$ cat config.mk
export PLATFORM = sky130hd
export DESIGN_NAME = fetch_unit
export DESIGN_NICKNAME = d
export VERILOG_FILES = /design/src/rtl/fetch_unit.sv
export SDC_FILE = /design/constraint.sdc
export NUM_CORES = 1
export LEC_CHECK = 0
export CAP_MARGIN = 40
export CORE_MARGIN = 2
export CORE_UTILIZATION = 49
export DETAILED_ROUTE_END_ITERATION = 8
export PLACE_DENSITY = 0.81
export SLEW_MARGIN = 25
export SYNTH_ARGS = -nofsm -noshare
export SYNTH_HDL_FRONTEND = slang
export SYNTH_SLANG_ARGS = --single-unit
$ cat constraint.sdc
create_clock -name clk -period 2.66 [get_ports clk]
set_clock_uncertainty 0.05 [all_clocks]
set_input_delay 0.266 -clock clk [delete_from_list [all_inputs] [get_ports clk]]
set_output_delay 0.266 -clock clk [all_outputs]
set_load 0.005 [all_outputs]
$ cat src/rtl/fetch_unit.sv
// Instruction-fetch stage: owns the PC, performs one memory read at a time over
// req/ack and holds the returned word for decode under valid/ready. Downstream
// branch redirects squash the held or in-flight instruction.
module fetch_unit #(
    parameter int unsigned           ADDR_WIDTH = 32,
    parameter logic [ADDR_WIDTH-1:0] RESET_PC   = '0
) (
    input  logic                  clk,
    input  logic                  rst,
    output logic                  imem_req,
    output logic [ADDR_WIDTH-1:0] imem_addr,
    input  logic                  imem_ack,
    input  logic [31:0]           imem_rdata,
    output logic                  instr_valid,
    input  logic                  instr_ready,
    output logic [31:0]           instr,
    output logic [6:0]            instr_opcode,
    output logic [ADDR_WIDTH-1:0] instr_pc,
    input  logic                  redirect,
    input  logic [ADDR_WIDTH-1:0] redirect_target,
    output logic [31:0]           retired_count
);

    localparam logic [1:0] S_FETCH = 2'd0;  // request outstanding
    localparam logic [1:0] S_HOLD  = 2'd1;  // instruction held for downstream
    localparam logic [1:0] S_DROP  = 2'd2;  // request outstanding, data to be discarded

    logic [1:0]            state_q, state_d;
    logic [ADDR_WIDTH-1:0] pc_q, pc_d;
    logic [ADDR_WIDTH-1:0] pend_q, pend_d;
    logic [31:0]           instr_q, instr_d;
    logic [ADDR_WIDTH-1:0] instr_pc_q, instr_pc_d;
    logic                  valid_q, valid_d;
    logic [31:0]           retired_q, retired_d;
    // Low for the first cycle after reset so imem_req stays 0 until rst has been seen high.
    logic                  req_en_q, req_en_d;

    logic                  ack;
    logic [ADDR_WIDTH-1:0] tgt_aligned;
    logic                  unused_tgt_bits;

    assign tgt_aligned     = {redirect_target[ADDR_WIDTH-1:2], 2'b00};
    assign unused_tgt_bits = ^redirect_target[1:0];

    // Outputs decoded from registers only.
    assign imem_req      = req_en_q & ((state_q == S_FETCH) | (state_q == S_DROP));
    assign imem_addr     = pc_q;
    assign instr_valid   = valid_q;
    assign instr         = instr_q;
    assign instr_opcode  = instr_q[6:0];
    assign instr_pc      = instr_pc_q;
    assign retired_count = retired_q;

    // Acks without an active request are ignored.
    assign ack = imem_req & imem_ack;

    // Next-state: handshake progress, with redirect taking priority.
    always_comb begin
        state_d    = state_q;
        pc_d       = pc_q;
        pend_d     = pend_q;
        instr_d    = instr_q;
        instr_pc_d = instr_pc_q;
        valid_d    = valid_q;
        retired_d  = retired_q;
        req_en_d   = 1'b1;
        unique case (state_q)
            S_FETCH: begin
                if (redirect) begin
                    if (ack || !req_en_q) begin
                        pc_d = tgt_aligned;
                    end else begin
                        // Cannot move the address mid-transaction; finish it first.
                        pend_d  = tgt_aligned;
                        state_d = S_DROP;
                    end
                end else if (ack) begin
                    instr_d    = imem_rdata;
                    instr_pc_d = pc_q;
                    valid_d    = 1'b1;
                    state_d    = S_HOLD;
                end
            end
            S_HOLD: begin
                if (instr_ready) begin
                    retired_d = retired_q + 32'd1;
                end
                if (redirect) begin
                    valid_d = 1'b0;
                    pc_d    = tgt_aligned;
                    state_d = S_FETCH;
                end else if (instr_ready) begin
                    valid_d = 1'b0;
                    pc_d    = pc_q + ADDR_WIDTH'(4);
                    state_d = S_FETCH;
                end
            end
            S_DROP: begin
                if (ack) begin
                    pc_d    = redirect ? tgt_aligned : pend_q;
                    state_d = S_FETCH;
                end else if (redirect) begin
                    pend_d = tgt_aligned;
                end
            end
            default: begin
                valid_d = 1'b0;
                state_d = S_FETCH;
            end
        endcase
    end

    // State registers with synchronous active-low reset.
    always_ff @(posedge clk) begin
        if (!rst) begin
            state_q    <= S_FETCH;
            pc_q       <= RESET_PC;
            pend_q     <= '0;
            instr_q    <= '0;
            instr_pc_q <= '0;
            valid_q    <= 1'b0;
            retired_q  <= '0;
            req_en_q   <= 1'b0;
        end else begin
            state_q    <= state_d;
            pc_q       <= pc_d;
            pend_q     <= pend_d;
            instr_q    <= instr_d;
            instr_pc_q <= instr_pc_d;
            valid_q    <= valid_d;
            retired_q  <= retired_d;
            req_en_q   <= req_en_d;
        end
    end

endmodule

==> results of run 1 <==
==> synth_stat cells (11+ instances only) <==
library cell / instances
nor2_1: 99
o21ai_0: 30
buf_2: 14
nor3_1: 14
and3_1: 11
nand3_1: 19
a31oi_1: 11
xor2_1: 26
nand2_1: 165
a221oi_1: 11
nand4_1: 29
clkbuf_1: 52
a21oi_1: 86
mux2i_1: 33
dfxtp_1: 164
==> routing by layer <==
layer | part of all wire (%) | up-vias
li1 | - | 3683
met1 | 41 | 3602
met2 | 49 | 363
met3 | 8.3 | 48
met4 | 2.2 | 0
met5 | 0 | -
==> registers in the layout (all words and copies together) (netlist names) <==
name	flops
imem_addr	32
instr	32
instr_pc	32
instr_valid	1
pend_q	32
req_en_q	1
retired_count	32
state_q	2
==> worst reg2reg max path, cell delays in order (launching register included) <==
cell and delay [ns]:
dfxtp_1 0.38, inv_1 0.09, ha_1 0.61, inv_1 0.29, buf_4 0.24, a221oi_1 0.34
o32ai_1 0.14
==> path summary, 6_finish.rpt <==
check | start | endpoint | slack [ns] | depth (start not counted)
max | state_q[0] | imem_addr[21] | 0.38 | 6
min | imem_rdata[21] | instr[21] | 0.33 | 3
max reg2reg | state_q[0] | imem_addr[21] | 0.38 | 6
min reg2reg | instr_pc[30] | instr_pc[30] | 0.40 | 2
==> kinds of logic after synthesis <==
group / Yosys count / share of synthesized area [%]
simple gates: 388 / 23.91
mux: 33 / 4.366
flops: 164 / 43.39
buf+inv: 85 / 4.796
compound gates: 216 / 18.49
fa+ha+maj: 6 / 0.9922
xor+xnor: 35 / 4.052
==> power breakdown <==
group          total [mW]  switching [mW]  internal (mW)  leakage, nW
Clock                2.61            1.01           1.60        0.305
Combinational       0.880           0.431          0.449         2.30
Sequential           2.67           0.110           2.56         1.33
==> final cells by class <==
class / instances / share of cell area [%]
clock buffer: 20 / 4.214
clock inverter: 12 / 1.676
inverter: 10 / 0.3778
multi-input combinational: 678 / 37.28
sequential: 164 / 30.98
tap: 188 / 2.219
timing repair buffer: 254 / 23.26
==> per-stage QoR <==
stage	cell area, um^2	worst slack (ns)	power [mW]	hold slack, ns
detailed placement	9975	0.1830	3.583	0.3958
finish	10600	0.3765	6.155	0.3267
CTS	10600	0.3748	6.178	0.3125
floorplan	7566	0.6044	3.121	0.2437
global placement	9975	0.2452	3.570	0.3910
global route	10600	0.1552	6.370	0.3175
==> key figures, run 1 <==
STA
  • Fin crit period: between 2 and 2.5 ns
  • Final hold vios: 0
  • Worst rel slew slack: 51.70%
  • RSZ-0062 raised after global routing: no
  • Fin crit share: 85.85%
  • Final setup TNS: 0 ns
  • Max Transition Viols Final: 0
  • Worst-Margin Slew: slightly above 0.7 ns
  • # setup viols final: 0
  • FMAX: 437.9 MHz

Floorplanning
  • Core ar.: 15150 um^2
  • Chip width: 128.3 um
  • Die area: between 15000 and 20000 um^2
  • Die H: 128.3 um
  • Row cnt: 45
  • Initial Util: 49.95%
  • Io pins: 206

Clock network
  • Post-cts repair resize count: 0
  • Setup Fix Bufs, Post-CTS: 0
  • Clock sinks: 164
  • H-tree Lvls: 4
  • Root buf cell: clkbuf_16
  • Reg clk slew, reported paths: 0.06 ns
  • Num CTS Buffers: 17
  • Worst-Skew Late Latency: about 0.43 ns
  • CTS tree: done
  • Cts hold-fix bufs: 0
  • Clock Tree Buf Depth: 2

Synth
  • Main synth FF type: dfxtp_1
  • Largest area contributor in the netlist: dfxtp_1
  • Post-synth EDFFs: 0
  • Net Count, Synth: 1002
  • Synth Register Bits: about 160
  • Seq/Total Area, Yosys: 43.39%
  • Largest cells by area after synthesis: dfxtp_1, nand2_1, a21oi_1
  • Yosys warns: 0
  • Post-Synthesis Cell Area: roughly 7600 um^2
  • Synth unique cells: 69
  • Mapped Cells: between 900 and 1000
  • Synth top area share: 43.39%
  • Avg Inst Size Synth: 8.162 um^2
  • Async SR Flop Fraction: 0%

Drt
  • DRC: 0
  • DRT Pass-1 Iters: 7
  • Via count: 7696
  • Routed Antenna Nets: 0
  • Routed WL per cell: roughly 17 um
  • Vias per cell: 5.804
  • DRT iter0 DRCs: 727
  • Post-Route WL: 22.70 mm

Global route
  • Top Usage Layer GRT: met2
  • Initial antenna violation count: 0
  • Gr ovfl total: 0
  • Met2 GRT Util: 46.65%
  • Total track usage: between 20% and 30%
  • Met1 Use GR: 33.21%
  • Number of global-route vias before repair: 7115
  • Pin count of the biggest net entering global routing: 65
  • First-pass GRT wire length: roughly 36 mm
  • GRT met3 Usage: 7.972%

Place
  • # placed instances: 1294
  • Routability congestion estimate: around 0.92
  • Number of port buffers: 203
  • Hpwl dp: between 15 and 20 mm

Critical path
  • Buffer and inverter count on the worst path: 3
  • WP data required: 2.89 ns
  • Critical Path, Cell by Cell: inv_1 > ha_1 > inv_1 > buf_4 > a221oi_1 > o32ai_1
  • Slowest CP cell: ha_1
  • Max Fanout on Critical Path: 14
  • Most used cell along the critical path: inv_1
  • Worst setup EP type: flop
  • Crit start category: flop
  • CP delay by family, top: buffers and inverters
  • Arr. time, crit path: 2.52 ns
  • Kind of critical path: reg -> reg
  • CP peak stage delay: 0.61 ns

Finish
  • Filler cell count: 1188
  • Syn-to-layout area delta: 40.09%
  • Final #Nets: 1200
  • Post-layout util: 69.98%
  • N_diodes: 0
  • Flip-flop and latch area: 3283 um^2
  • Most frequent cells in the layout: clkdlybuf4s50_1, nand2_1, dfxtp_1, nor2_1, a21oi_1
  • Layout cells sized above 1: 8.963%
  • Commonest non-fill, non-tap cell in the layout: clkdlybuf4s50_1
  • Non-filler cells, final: 1326
  • Multi-input gate area: just under 4000 um^2

Min path
  • HP Class: in -> reg

Run status
  • Status: completed

Run
  • Max Cap Violations: 0

Power and ir drop
  • Leakage: ~3.9 nW
  • Pwr/cell area: approximately 580 nW/um^2
  • IR Drop Worst-Case VDD: 493.5 uV
Note: power is estimated with default switching activity, not from simulation.
==> run 2: changes to the inputs <==
CORE_ASPECT_RATIO = 0.75   (was not set)
==> run 2 against run 1 <==
Compared with the run above: first-iteration DRC count is 12% lower; combinational power grew 0.7%; sequential power barely moved; non-clock buffer count is 1 lower; via count rose by 0.70%; critical path depth is 1 lower; worst setup slack got worse by 0.094 ns; sequential share of layout area increased by 0.12 points; global-route usage rose by 0.56 points; highest routed layer unchanged.
==> key figures, run 2 (synthesis gave the netlist of run 1 again) <==
Place
  • Routability congestion estimate: 0.8695
  • Number of port buffers: 203
  • Hpwl dp: 15.79 mm

Drt
  • DRT Pass-1 Iters: 5
  • DRC: 0
  • Routed WL per cell: 17.01 um
  • Post-Route WL: 22.79 mm
  • Vias per cell: 5.784
  • Via count: 7750
  • Routed Antenna Nets: 0
  • DRT iter0 DRCs: 637

Floorplanning
  • Core ar.: 15180 um^2
  • Die area: about 16000 um^2
  • Initial Util: 49.86%
  • Chip width: 147.5 um
  • Die H: around 110 um
  • Row cnt: 39
  • Io pins: approximately 210

STA
  • Fin crit share: 89.38%
  • Hold_ws: 0.3330 ns
  • # setup viols final: 0
  • Final hold vios: 0
  • RSZ-0062 raised after global routing: no
  • Max Transition Viols Final: 0
  • Worst rel slew slack: 53.83%
  • Worst-Margin Slew: 0.6872 ns
  • FMAX: between 400 and 500 MHz
  • Final setup TNS: 0 ns
  • Fin crit period: 2.378 ns

Run
  • Max Cap Violations: 0

Global route
  • First-pass GRT wire length: 37.40 mm
  • Initial antenna violation count: 0
  • Gr ovfl total: 0
  • Total track usage: 28.05%
  • Pin count of the biggest net entering global routing: 62
  • Number of global-route vias before repair: 7434

Power and ir drop
  • Sw Ratio: 25.92%
  • IR Drop Worst-Case VDD: 441.0 uV
  • Int Power: 4.476 mW
  • Flop pwr share: 44.1%
  • Leakage: between 3 and 4 nW
  • Pwr Total: 6.042 mW
  • Pwr/cell area: around 570 nW/um^2
  • Clock share of power: 41.2%
  • Comb pwr share: between 10 and 15%
  • Psw: 1.566 mW

Critical path
  • Crit start category: flop
  • Critical Path, Cell by Cell: inv_1 > ha_1 > buf_4 > o21a_1 > clkdlybuf4s50_1
  • CP peak stage delay: ~0.5 ns
  • Buffer and inverter count on the worst path: 3
  • Arr. time, crit path: 2.06 ns
  • Max Fanout on Critical Path: 16
  • WP data required: 2.34 ns
  • Kind of critical path: reg -> out
  • Slowest CP cell: clkdlybuf4s50_1
  • Worst setup EP type: output pin
  • CP delay by family, top: buffers and inverters

Finish
  • Commonest non-fill, non-tap cell in the layout: clkdlybuf4s50_1
  • Most frequent cells in the layout: clkdlybuf4s50_1, nand2_1, dfxtp_1, nor2_1, a21oi_1
  • Layout cells sized above 1: 8.722%
  • Multi-input gate area: around 3900 um^2
  • N_diodes: 0
  • Flip-flop and latch area: 3283 um^2
  • Post-layout util: 69.56%
  • Final #Nets: 1199
  • Filler cell count: around 1200
  • Syn-to-layout area delta: 39.52%

Clock network
  • H-tree Lvls: 4
  • Setup Fix Bufs, Post-CTS: 0
  • Num CTS Buffers: 17
  • Clock sinks: ~160
  • CTS tree: done
  • Cts hold-fix bufs: 0
  • Root buf cell: clkbuf_16
  • Clock Tree Buf Depth: 2
  • Post-cts repair resize count: 0
  • Reg clk slew, reported paths: approximately 0.06 ns
  • Worst-Skew Late Latency: approximately 0.43 ns

Run status
  • Status: completed

Min path
  • HP Class: in -> reg
## run 2: cell count changes in the layout (fill, tap and decap cells not counted)
| cell | previous run | this run |
|---|---|---|
| buf_12 | 4 | 3 |
| bufinv_16 | 4 | 3 |
| clkbuf_1 | 2 | 1 |
| clkbuf_8 | 1 | 0 |
| clkinv_4 | 2 | 1 |
| clkinvlp_4 | 1 | 3 |
| inv_6 | 2 | 1 |
| inv_8 | 0 | 1 |
| nor3_1 | 12 | 13 |
| nor3_2 | 4 | 3 |
## run 2: power groups by stage
| stage | sequential [mW] | clock (mW) | combinational (mW) |
|---|---|---|---|
| floorplan | 2.70 | 0 | 0.417 |
| global placement | 2.71 | 0 | 0.854 |
| detailed placement | 2.71 | 0 | 0.868 |
| CTS | 2.66 | 2.52 | 0.877 |
| global route | 2.68 | 2.64 | 0.956 |
| finish | 2.66 | 2.49 | 0.886 |
## run 2: area by class of cell
class                      instances  area share [%]
multi-input combinational        678           37.38
timing repair buffer             253           23.16
inverter                          10          0.3793
sequential                       164           31.10
tap                              205           2.430
clock inverter                    12           1.482
clock buffer                      18           4.065
## run 2: metrics by stage
step	setup slack (ns)	std cells	cell area [um^2]
after floorplan	0.6044	927	7566
after global placement	0.2340	1310	9971
after detailed placement	0.1219	1310	9971
after CTS	0.2801	1340	10560
after global routing	0.1208	1340	10560
final	0.2824	1340	10560
## run 2: final timing paths
kind / start / endpoint / slack (ns) / cells past startpoint
max: state_q[0] / imem_req / 0.28 / 5
min: imem_rdata[3] / instr[3] / 0.33 / 3
max reg2reg: state_q[1] / imem_addr[12] / 0.30 / 8
min reg2reg: instr_pc[27] / instr_pc[27] / 0.40 / 2
## run 2: metal layers
| metal | GRT usage [%] | wire length (um) |
|---|---|---|
| met2 | 43.18 | 10310 |
| met1 | 38.34 | 10110 |
| met3 | 7.459 | 2032 |
| met4 | 9.487 | 345 |
| met5 | 0 | 0 |
## run 2: tightest hold or removal path, cell delays in order
cell	delay, ns
clkdlybuf4s50_1	0.39
nand2_1	0.05
a21oi_1	0.05
==> run 3: changes to the inputs <==
CORE_MARGIN = not set   (was 2)
==> run 3 against run 2 <==
Compared with the run above: largest cell class unchanged; fmax up 1.9%; global-route usage up 0.35 points; largest power group unchanged; wire length down 0.49%; die area down 3.1%; sequential power about the same; clock power down 2%; clock-buffer cell count down 1; worst setup slack better by 0.044 ns; highest routed layer unchanged; sequential share of layout area up 0.059 points; critical path type is now reg -> reg.
==> key figures, run 3 (synthesis gave the netlist of run 1 again) <==
Critical path
  • WP data required: 2.90 ns
  • Crit start category: flop
  • Reg2reg start: state_q[0]
  • Reg2reg setup slack: 0.33 ns
  • FF-to-FF End: imem_addr[26]
  • CP peak stage delay: 0.39 ns
  • Arr. time, crit path: 2.58 ns
  • CP delay by family, top: compound AO/OA/AOI/OAI gates
  • Max Fanout on Critical Path: 19
  • Buffer and inverter count on the worst path: 2
  • Worst setup EP type: flop
  • Worst r2r path cells: 7
  • Slowest CP cell: dfxtp_1
  • Critical Path, Cell by Cell: inv_1 > ha_1 > a21o_1 > or3_1 > buf_4 > a221oi_1 > o32ai_1
  • Kind of critical path: reg -> reg

Global route
  • Pin count of the biggest net entering global routing: 66
  • Total track usage: between 20% and 30%
  • Initial antenna violation count: 0
  • First-pass GRT wire length: 35.98 mm
  • Gr ovfl total: 0
  • Number of global-route vias before repair: between 7000 and 8000

Place
  • # placed instances: 1302
  • Number of port buffers: 203
  • Routability congestion estimate: 0.9303
  • Hpwl dp: around 16 mm

STA
  • FMAX: 428.6 MHz
  • Max Transition Viols Final: 0
  • Fin crit share: 87.72%
  • Worst rel slew slack: 54.15%
  • Worst-Margin Slew: between 0.6 and 0.7 ns
  • Final hold vios: 0
  • RSZ-0062 raised after global routing: no
  • Final setup TNS: 0 ns
  • # setup viols final: 0
  • Fin crit period: 2.333 ns

Floorplanning
  • Die area: around 16000 um^2
  • Chip width: 145.5 um
  • Core ar.: 14790 um^2
  • Row cnt: 38
  • Initial Util: 51.17%
  • Io pins: around 210
  • Die H: about 110 um

Clock network
  • Clock sinks: 164
  • Reg clk slew, reported paths: 0.07 ns
  • Clock Tree Buf Depth: 2
  • CTS tree: done
  • Worst-Skew Late Latency: 0.43 ns
  • Cts hold-fix bufs: 0
  • H-tree Lvls: 4
  • Post-cts repair resize count: 0
  • Setup Fix Bufs, Post-CTS: 0
  • Num CTS Buffers: 17
  • Root buf cell: clkbuf_16

Min path
  • WHS Endpoint: instr[19]
  • Min-delay src: imem_rdata[19]
  • HP Class: in -> reg
  • Hold Crit Depth: 3

Power and ir drop
  • IR Drop Worst-Case VDD: 543.5 uV
  • Leakage: 3.898 nW
  • Pwr Total: around 6.0 mW
  • Pwr/cell area: 569.1 nW/um^2

Finish
  • Non-filler cells, final: 1334
  • Multi-input gate area: 3946 um^2
  • Layout cells sized above 1: 8.730%
  • Flip-flop and latch area: 3283 um^2
  • N_diodes: 0
  • Final #Nets: 1196
  • Syn-to-layout area delta: 39.26%
  • Most frequent cells in the layout: clkdlybuf4s50_1, nand2_1, dfxtp_1, nor2_1, a21oi_1
  • Commonest non-fill, non-tap cell in the layout: clkdlybuf4s50_1
  • Filler cell count: 1154

Drt
  • Via count: 7732
  • Routed WL per cell: 17.00 um
  • Vias per cell: just under 6
  • Routed Antenna Nets: 0
  • DRT iter0 DRCs: 651
  • DRT Pass-1 Iters: 5
  • DRC: 0
  • Post-Route WL: 22.68 mm

Run
  • Max Cap Violations: 0

Run status
  • Status: completed
==> run 3: routing by layer <==
layer / GRT usage [%] / part of all wire [%] / vias up
li1: - / - / 3682
met1: 37.90 / 44 / 3659
met2: 44.68 / 46 / 366
met3: 7.676 / 9.2 / 25
met4: 9.474 / 1.1 / 0
met5: 0 / 0 / -
==> run 3: worst max path at each step <==
stage	start	to	slack (ns)	depth (start not counted)
global placement	imem_ack	imem_addr[21]	0.30	7
global route	state_q[1]	imem_addr[31]	0.24	8
finish	state_q[0]	imem_addr[26]	0.33	7
CTS	state_q[0]	imem_addr[26]	0.36	7
floorplan	state_q[1]	imem_addr[30]	0.60	10
detailed placement	imem_ack	imem_addr[21]	0.23	7
==> run 3: stage by stage <==
step | hold slack, ns | setup slack, ns | utilization (%) | area, um^2
4_1_cts | 0.3202 | 0.3626 | 71.26 | 10540
6_report | 0.3284 | 0.3267 | 71.26 | 10540
2_1_floorplan | 0.2437 | 0.6044 | - | 7566
3_5_place_dp | 0.3955 | 0.2259 | 67.32 | 9955
3_3_place_gp | 0.3906 | 0.3025 | 67.32 | 9955
5_1_grt | 0.3213 | 0.2377 | 71.26 | 10540
==> run 3: cell type report <==
class	count	area share, %
multi-input cells	678	37.45
flip-flops and latches	164	31.16
repair buffers	250	23.11
clock buffers	17	4.038
well taps	200	2.375
clock inverters	15	1.484
inverters	10	0.3800
==> run 3: worst reg2reg max path, cell delays in order, from the launching register on <==
cell,delay (ns)
dfxtp_1,0.39
inv_1,0.09
ha_1,0.36
a21o_1,0.26
or3_1,0.39
buf_4,0.23
a221oi_1,0.31
o32ai_1,0.13
==> run 3: power breakdown <==
| group | total, mW | internal [mW] | switching, mW |
|---|---|---|---|
| sequential | 2.67 | 2.56 | 0.112 |
| combinational | 0.876 | 0.446 | 0.430 |
| clock | 2.45 | 1.39 | 1.06 |
